**src/rtl/data_bus_responder.sv**
```systemverilog
// Data-memory responder for the single-cycle core: word RAM plus a 16-byte MMIO window
// (CYCLE, WRCNT, TOHOST, SCRATCH). Define DBR_RAM_CLEAR_ON_RESET_EN to clear RAM on rst.
module data_bus_responder #(
    parameter int unsigned DEPTH     = 64,
    parameter logic [31:0] MMIO_BASE = 32'h0000_1000
) (
    input  logic        clk,
    input  logic        rst,
    input  logic        MemRead,
    input  logic        MemWrite,
    input  logic [31:0] ALUResult,
    input  logic [31:0] WriteData,
    output logic [31:0] ReadData,
    output logic        done,
    output logic [31:0] tohost_code,
    output logic        bus_err,
    output logic [31:0] store_count
);

    localparam int unsigned AW        = $clog2(DEPTH);
    localparam logic [31:0] RAM_BYTES = 32'(DEPTH * 4);

    typedef enum logic [1:0] {
        REG_CYCLE   = 2'd0,
        REG_WRCNT   = 2'd1,
        REG_TOHOST  = 2'd2,
        REG_SCRATCH = 2'd3
    } reg_sel_e;

    logic [31:0] ram_q [DEPTH];

    logic [31:0] cycle_q, cycle_d;
    logic [31:0] wrcnt_q, wrcnt_d;
    logic [31:0] scratch_q, scratch_d;
    logic [31:0] code_q, code_d;
    logic        done_q, done_d;
    logic        bus_err_q, bus_err_d;

    logic          aligned;
    logic          is_ram;
    logic          is_mmio;
    logic [31:0]   mmio_off;
    reg_sel_e      reg_sel;
    logic [AW-1:0] ram_idx;
    logic          ram_we;
    logic          err_now;

    // Address decode; the MMIO test uses a wrapping subtract so one compare covers both bounds.
    always_comb begin
        aligned  = (ALUResult[1:0] == 2'b00);
        mmio_off = ALUResult - MMIO_BASE;
        is_ram   = (ALUResult < RAM_BYTES);
        is_mmio  = (mmio_off < 32'd16);
        reg_sel  = reg_sel_e'(ALUResult[3:2]);
        ram_idx  = ALUResult[AW+1:2];
        ram_we   = MemWrite && aligned && is_ram && !rst;
    end

    // Combinational load path: RAM writes land on the edge, so a same-cycle read sees old data.
    always_comb begin
        // NOTE: every output of a combinational block gets a default first, so no latch is inferred.
        ReadData = '0;
        if (MemRead && aligned) begin
            if (is_ram) begin
                ReadData = ram_q[ram_idx];
            end else if (is_mmio) begin
                case (reg_sel)
                    REG_CYCLE:   ReadData = cycle_q;
                    REG_WRCNT:   ReadData = wrcnt_q;
                    REG_TOHOST:  ReadData = code_q;
                    REG_SCRATCH: ReadData = scratch_q;
                endcase
            end
        end
    end

    always_comb begin
        cycle_d   = cycle_q + 32'd1;
        wrcnt_d   = wrcnt_q;
        scratch_d = scratch_q;
        code_d    = code_q;
        done_d    = done_q;
        err_now   = 1'b0;

        if (ram_we) begin
            wrcnt_d = wrcnt_q + 32'd1;
        end

        if (MemWrite && aligned && is_mmio) begin
            case (reg_sel)
                REG_CYCLE, REG_WRCNT: err_now = 1'b1;
                REG_TOHOST: begin
                    if (!done_q && (WriteData != 32'd0)) begin
                        done_d = 1'b1;
                        code_d = WriteData;
                    end
                end
                REG_SCRATCH: scratch_d = WriteData;
            endcase
        end

        if ((MemRead || MemWrite) && (!aligned || (!is_ram && !is_mmio))) begin
            err_now = 1'b1;
        end
        if (MemRead && MemWrite) begin
            err_now = 1'b1;
        end

        bus_err_d = bus_err_q | err_now;
    end

    always_ff @(posedge clk or posedge rst) begin
        if (rst) begin
            cycle_q   <= '0;
            wrcnt_q   <= '0;
            scratch_q <= '0;
            code_q    <= '0;
            done_q    <= 1'b0;
            bus_err_q <= 1'b0;
        end else begin
            // NOTE: sequential state uses non-blocking assignment so every flop samples pre-edge values.
            cycle_q   <= cycle_d;
            wrcnt_q   <= wrcnt_d;
            scratch_q <= scratch_d;
            code_q    <= code_d;
            done_q    <= done_d;
            bus_err_q <= bus_err_d;
        end
    end

`ifdef DBR_RAM_CLEAR_ON_RESET_EN
    always_ff @(posedge clk or posedge rst) begin
        if (rst) begin
            for (int i = 0; i < DEPTH; i++) begin
                ram_q[i] <= '0;
            end
        end else if (ram_we) begin
            ram_q[ram_idx] <= WriteData;
        end
    end
`else
    // NOTE: the RAM is deliberately left without reset so it maps onto plain block RAM;
    // ram_we is gated by rst so stores sampled during reset are still dropped.
    always_ff @(posedge clk) begin
        if (ram_we) begin
            ram_q[ram_idx] <= WriteData;
        end
    end
`endif

    assign done        = done_q;
    assign tohost_code = code_q;
    assign bus_err     = bus_err_q;
    assign store_count = wrcnt_q;

endmodule

```
**config.mk**
```make
export PLATFORM = sky130hd
export DESIGN_NAME = data_bus_responder
export DESIGN_NICKNAME = d
export VERILOG_FILES = /design/src/rtl/data_bus_responder.sv
export SDC_FILE = /design/constraint.sdc
export NUM_CORES = 2
export LEC_CHECK = 0
export CORE_MARGIN = 5
export CORE_UTILIZATION = 31
export DETAILED_ROUTE_END_ITERATION = 10
export DONT_BUFFER_PORTS = 1
export SLEW_MARGIN = 20
export SYNTH_ARGS = -nofsm -noshare
export SYNTH_HDL_FRONTEND = slang
export SYNTH_SLANG_ARGS = --single-unit
```
**constraint.sdc**
```tcl
create_clock -name clk -period 3.7 [get_ports clk]
set_input_delay 0.555 -clock clk [delete_from_list [all_inputs] [get_ports clk]]
set_output_delay 0.555 -clock clk [all_outputs]
set_load 0.01 [all_outputs]
```
==> impl_metrics.env <==
export IMPL_critical_path_top_delay_family="simple AND/OR/NAND/NOR gates"
export IMPL_maxCapViolations=0
export IMPL_period_share_pct=103
export IMPL_rsz0062_at_grt="yes"
export IMPL_max_freq_mhz=263
export IMPL_hold_class="input pin to register"
export IMPL_cellPowerDensity_nw_per_um2=493
export IMPL_ant_nets=0
export IMPL_detail_route_wirelength_mm=273
export IMPL_post_synth_design_cell_area_um2=84800
export IMPL_floorplan_initialDensity_pct=31.1
export IMPL_clockBufferDepth=3
export IMPL_syn_num_nets=4149
export IMPL_critical_path_required_ns=3.14
export IMPL_place_congestion=0.832
export IMPL_first_drt_iteration_drcs=7007
export IMPL_critical_path_cell_count=8
export IMPL_dieWidth_um=533
export IMPL_delay_of_the_slowest_cell_on_the_worst_path_ns=0.54
export IMPL_flow_area_growth_from_synthesis_pct=20.3
export IMPL_post_synthesis_cells=4079
export IMPL_timing_setup_critical_path_class="input pin to primary output"
export IMPL_run_status="complete, but fails checks"
export IMPL_clock_sinks=2178
export IMPL_worst_setup_path_endpoint="ReadData[30]"
export IMPL_leakage_uw=0.0328
export IMPL_layout_drive_gt1_share_pct=30.4
export IMPL_reg2reg_slack_ns=1.46
export IMPL_hold_viol_final=0
export IMPL_clock_tree_from_tritoncts="built"
export IMPL_sequential_to_total_area_share_from_yosys_stat_pct=76.3
export IMPL_timing_final_setup_violations=14
export IMPL_worst_setup_path_start_kind="input pin"
export IMPL_reg2reg_end="cycle_q[31]"
export IMPL_layout_cells_most_common="edfxtp_1"
export IMPL_grt_pass1_vias=43700
export IMPL_finalSetupTns_ns=-0.729
export IMPL_nNetsFinal=4598
export IMPL_clockRootBuffer="clkbuf_16"
export IMPL_timing_critical_path_cells="inv_6 > buf_4 > and4_1 > nand3_1 > or4_1 > o21a_4 > nor4_1 > buf_4"
export IMPL_violations="setup timing"
export IMPL_worst_slew_pin_slew_ns=0.739
export IMPL_layout_setup_ws_ns=-0.107
export IMPL_fillCellCount=24600
export IMPL_grt_antenna_before_repair=14
export IMPL_cts_buffers_inserted=207
export IMPL_synth_ff_type="edfxtp_1"
export IMPL_detail_route_vias_per_cell=5.56
export IMPL_netlist_cell_type_count=73
export IMPL_syn_avg_cell_area_um2=20.8
export IMPL_ff2ff_path_depth=6
export IMPL_period_minus_slack_ns=3.81
export IMPL_critical_path_peak_fanout=138
export IMPL_h_tree_depth=4
export IMPL_global_route_wire_length_before_repair_mm=358
export IMPL_multi_input_comb_area_um2=19900
export IMPL_number_of_cell_rows=192
export IMPL_worst_path_arrival_ns=3.25
export IMPL_yosysWarnings=0
export IMPL_ys_seq_elements=2178
export IMPL_die_height_um=533
export IMPL_io_pins=166
export IMPL_critPathMostFrequentCell="buf_4"
export IMPL_preCtsSetupSlack_ns=-0.262
export IMPL_critPathSlowestCell="nor4_1"
export IMPL_design_die_area_um2=284000
export IMPL_async_reset_ff_share_pct=5.97
export IMPL_highest_count_cells_in_the_layout_ignoring_fill_and_taps="edfxtp_1 (2048), mux4_2 (461), buf_4 (278)"
export IMPL_worst_setup_path_end_kind="primary output"
export IMPL_globalRouteTotalUtil_pct=17.8
export IMPL_routed_wire_length_per_instance_um=33.0
export IMPL_sequential_cell_area_um2=64800
export IMPL_detailedRoute_firstPassIterationCount=6
export IMPL_timing_startpoint_of_the_critical_path="ALUResult[4]"
export IMPL_cp_num_buf_inv=3
export IMPL_via_count=46100
export IMPL_dp_hpwl_mm=150
export IMPL_core_area_um2=273000
export IMPL_drt_drc_violations_left=0
export IMPL_final_setup_skew_ns=0.0251
export IMPL_number_of_enable_type_register_cells_in_the_synthesized_netlist=2048
export IMPL_grt_overflow_total=0
export IMPL_vdd_drop_max_mv=0.520
export IMPL_slew_limit_headroom_pct=50.1
export IMPL_timing_final_max_slew_violations=0
export IMPL_cts_reportedPaths_clkPinSlew_ns=0.06
export IMPL_layout_core_utilization_pct=37.4
export IMPL_grt_start_max_net_pins=635
export IMPL_numPortBuffers=0
export IMPL_clkLatencyLatePin_ns=0.85
export IMPL_crit_reg2reg_launch="cycle_q[5]"
## how the worst min path moves through the flow
stage,startpoint,to,slack [ns],cells after the start
finish,rst,store_count[0],0.08,3
global route,rst,store_count[0],0.06,3
CTS,rst,store_count[0],0.01,3
detailed placement,cycle_q[31],cycle_q[31],0.47,1
global placement,cycle_q[31],cycle_q[31],0.46,1
floorplan,cycle_q[31],cycle_q[31],0.44,1
## report_power, final
group | switching [uW] | internal, uW | leakage, uW
combinational | 1550 | 960 | 0.00936
sequential | 0.0000244 | 26900 | 0.0202
clock | 9280 | 11600 | 0.00321
total | 10800 | 39500 | 0.0328
## layout make-up
class | instances | area share (%)
antenna | 3 | 0.00736
clock buffer | 273 | 5.45
clock inverter | 113 | 1.01
inverter | 11 | 0.0490
multi-input combinational | 1658 | 19.5
sequential | 2178 | 63.4
tap | 3589 | 4.40
timing repair buffer | 472 | 6.15
## metrics by stage
stage / instance area, um2 / hold slack, ns / total power, uW / instances
6_report: 102000 / 0.0762 / 50400 / 8297
5_1_grt: 102000 / 0.0572 / 51700 / 8294
4_1_cts: 101000 / 0.0143 / 50100 / 8245
3_5_place_dp: 93200 / 0.466 / 28900 / 7825
3_3_place_gp: 93200 / 0.462 / 28900 / 7825
2_1_floorplan: 85000 / 0.441 / 28600 / 4079
## cells in the mapped netlist, drive strengths merged (12+ instances only)
library cell	n	share of area, %
nor3	23	0.14
buf	143	0.85
mux4	461	12
mux2	93	1.2
clkbuf	89	0.39
nand3	61	0.36
a21oi	42	0.25
a211oi	47	0.42
nand4	43	0.32
dfrtp	130	3.8
o221ai	25	0.26
o21ai	47	0.28
nand2	123	0.54
and3	22	0.16
nor2	109	0.48
o22ai	45	0.33
a221oi	27	0.28
xnor2	49	0.51
a22oi	69	0.61
edfxtp	2048	72
nor4	21	0.18
xor2	12	0.12
mux2i	202	2.4
## worst min-delay path: cells and delay by family
family	cells	cell delay (ns)
XOR/XNOR	1	0.12
AND/OR/NAND/NOR	1	0.05
buffers and inverters	1	0.16
## layer usage
metal,wire [um],global-route usage (%),vias up
li1,-,-,18000
met1,110000,25.2,25000
met2,125000,27.4,2656
met3,28800,4.26,388
met4,8910,5.03,4
met5,27,0,-
## cells by family (layout without fill, tap and decap cells)
logic type	Yosys count	in the layout	synth area share, %
DFF	2178	2178	76.3
muxes	756	756	15.9
and+or+nand+nor	467	467	2.75
AOI/OAI and AO/OA	372	372	3.12
buffers and inverters	243	869	1.29
xor gates and xnor gates	61	61	0.630
adders and majority gates	2	2	0.0295
other	0	3	0
## flip-flops by register name (all words and copies together), names as in the netlist
name,flops
bus_err,1
cycle_q,32
done,1
ram_q,2048
scratch_q,32
store_count,32
tohost_code,32
## repair_timing
item                        CTS  global route
buffers inserted              2            12
gates resized for setup      39            42
pin swaps                     9             6
hold endpoints to repair   2243             0
setup endpoints to repair    22            32
hold buffers                 35             0
cloned                        0            31
Note: power is estimated with default switching activity, not from simulation.
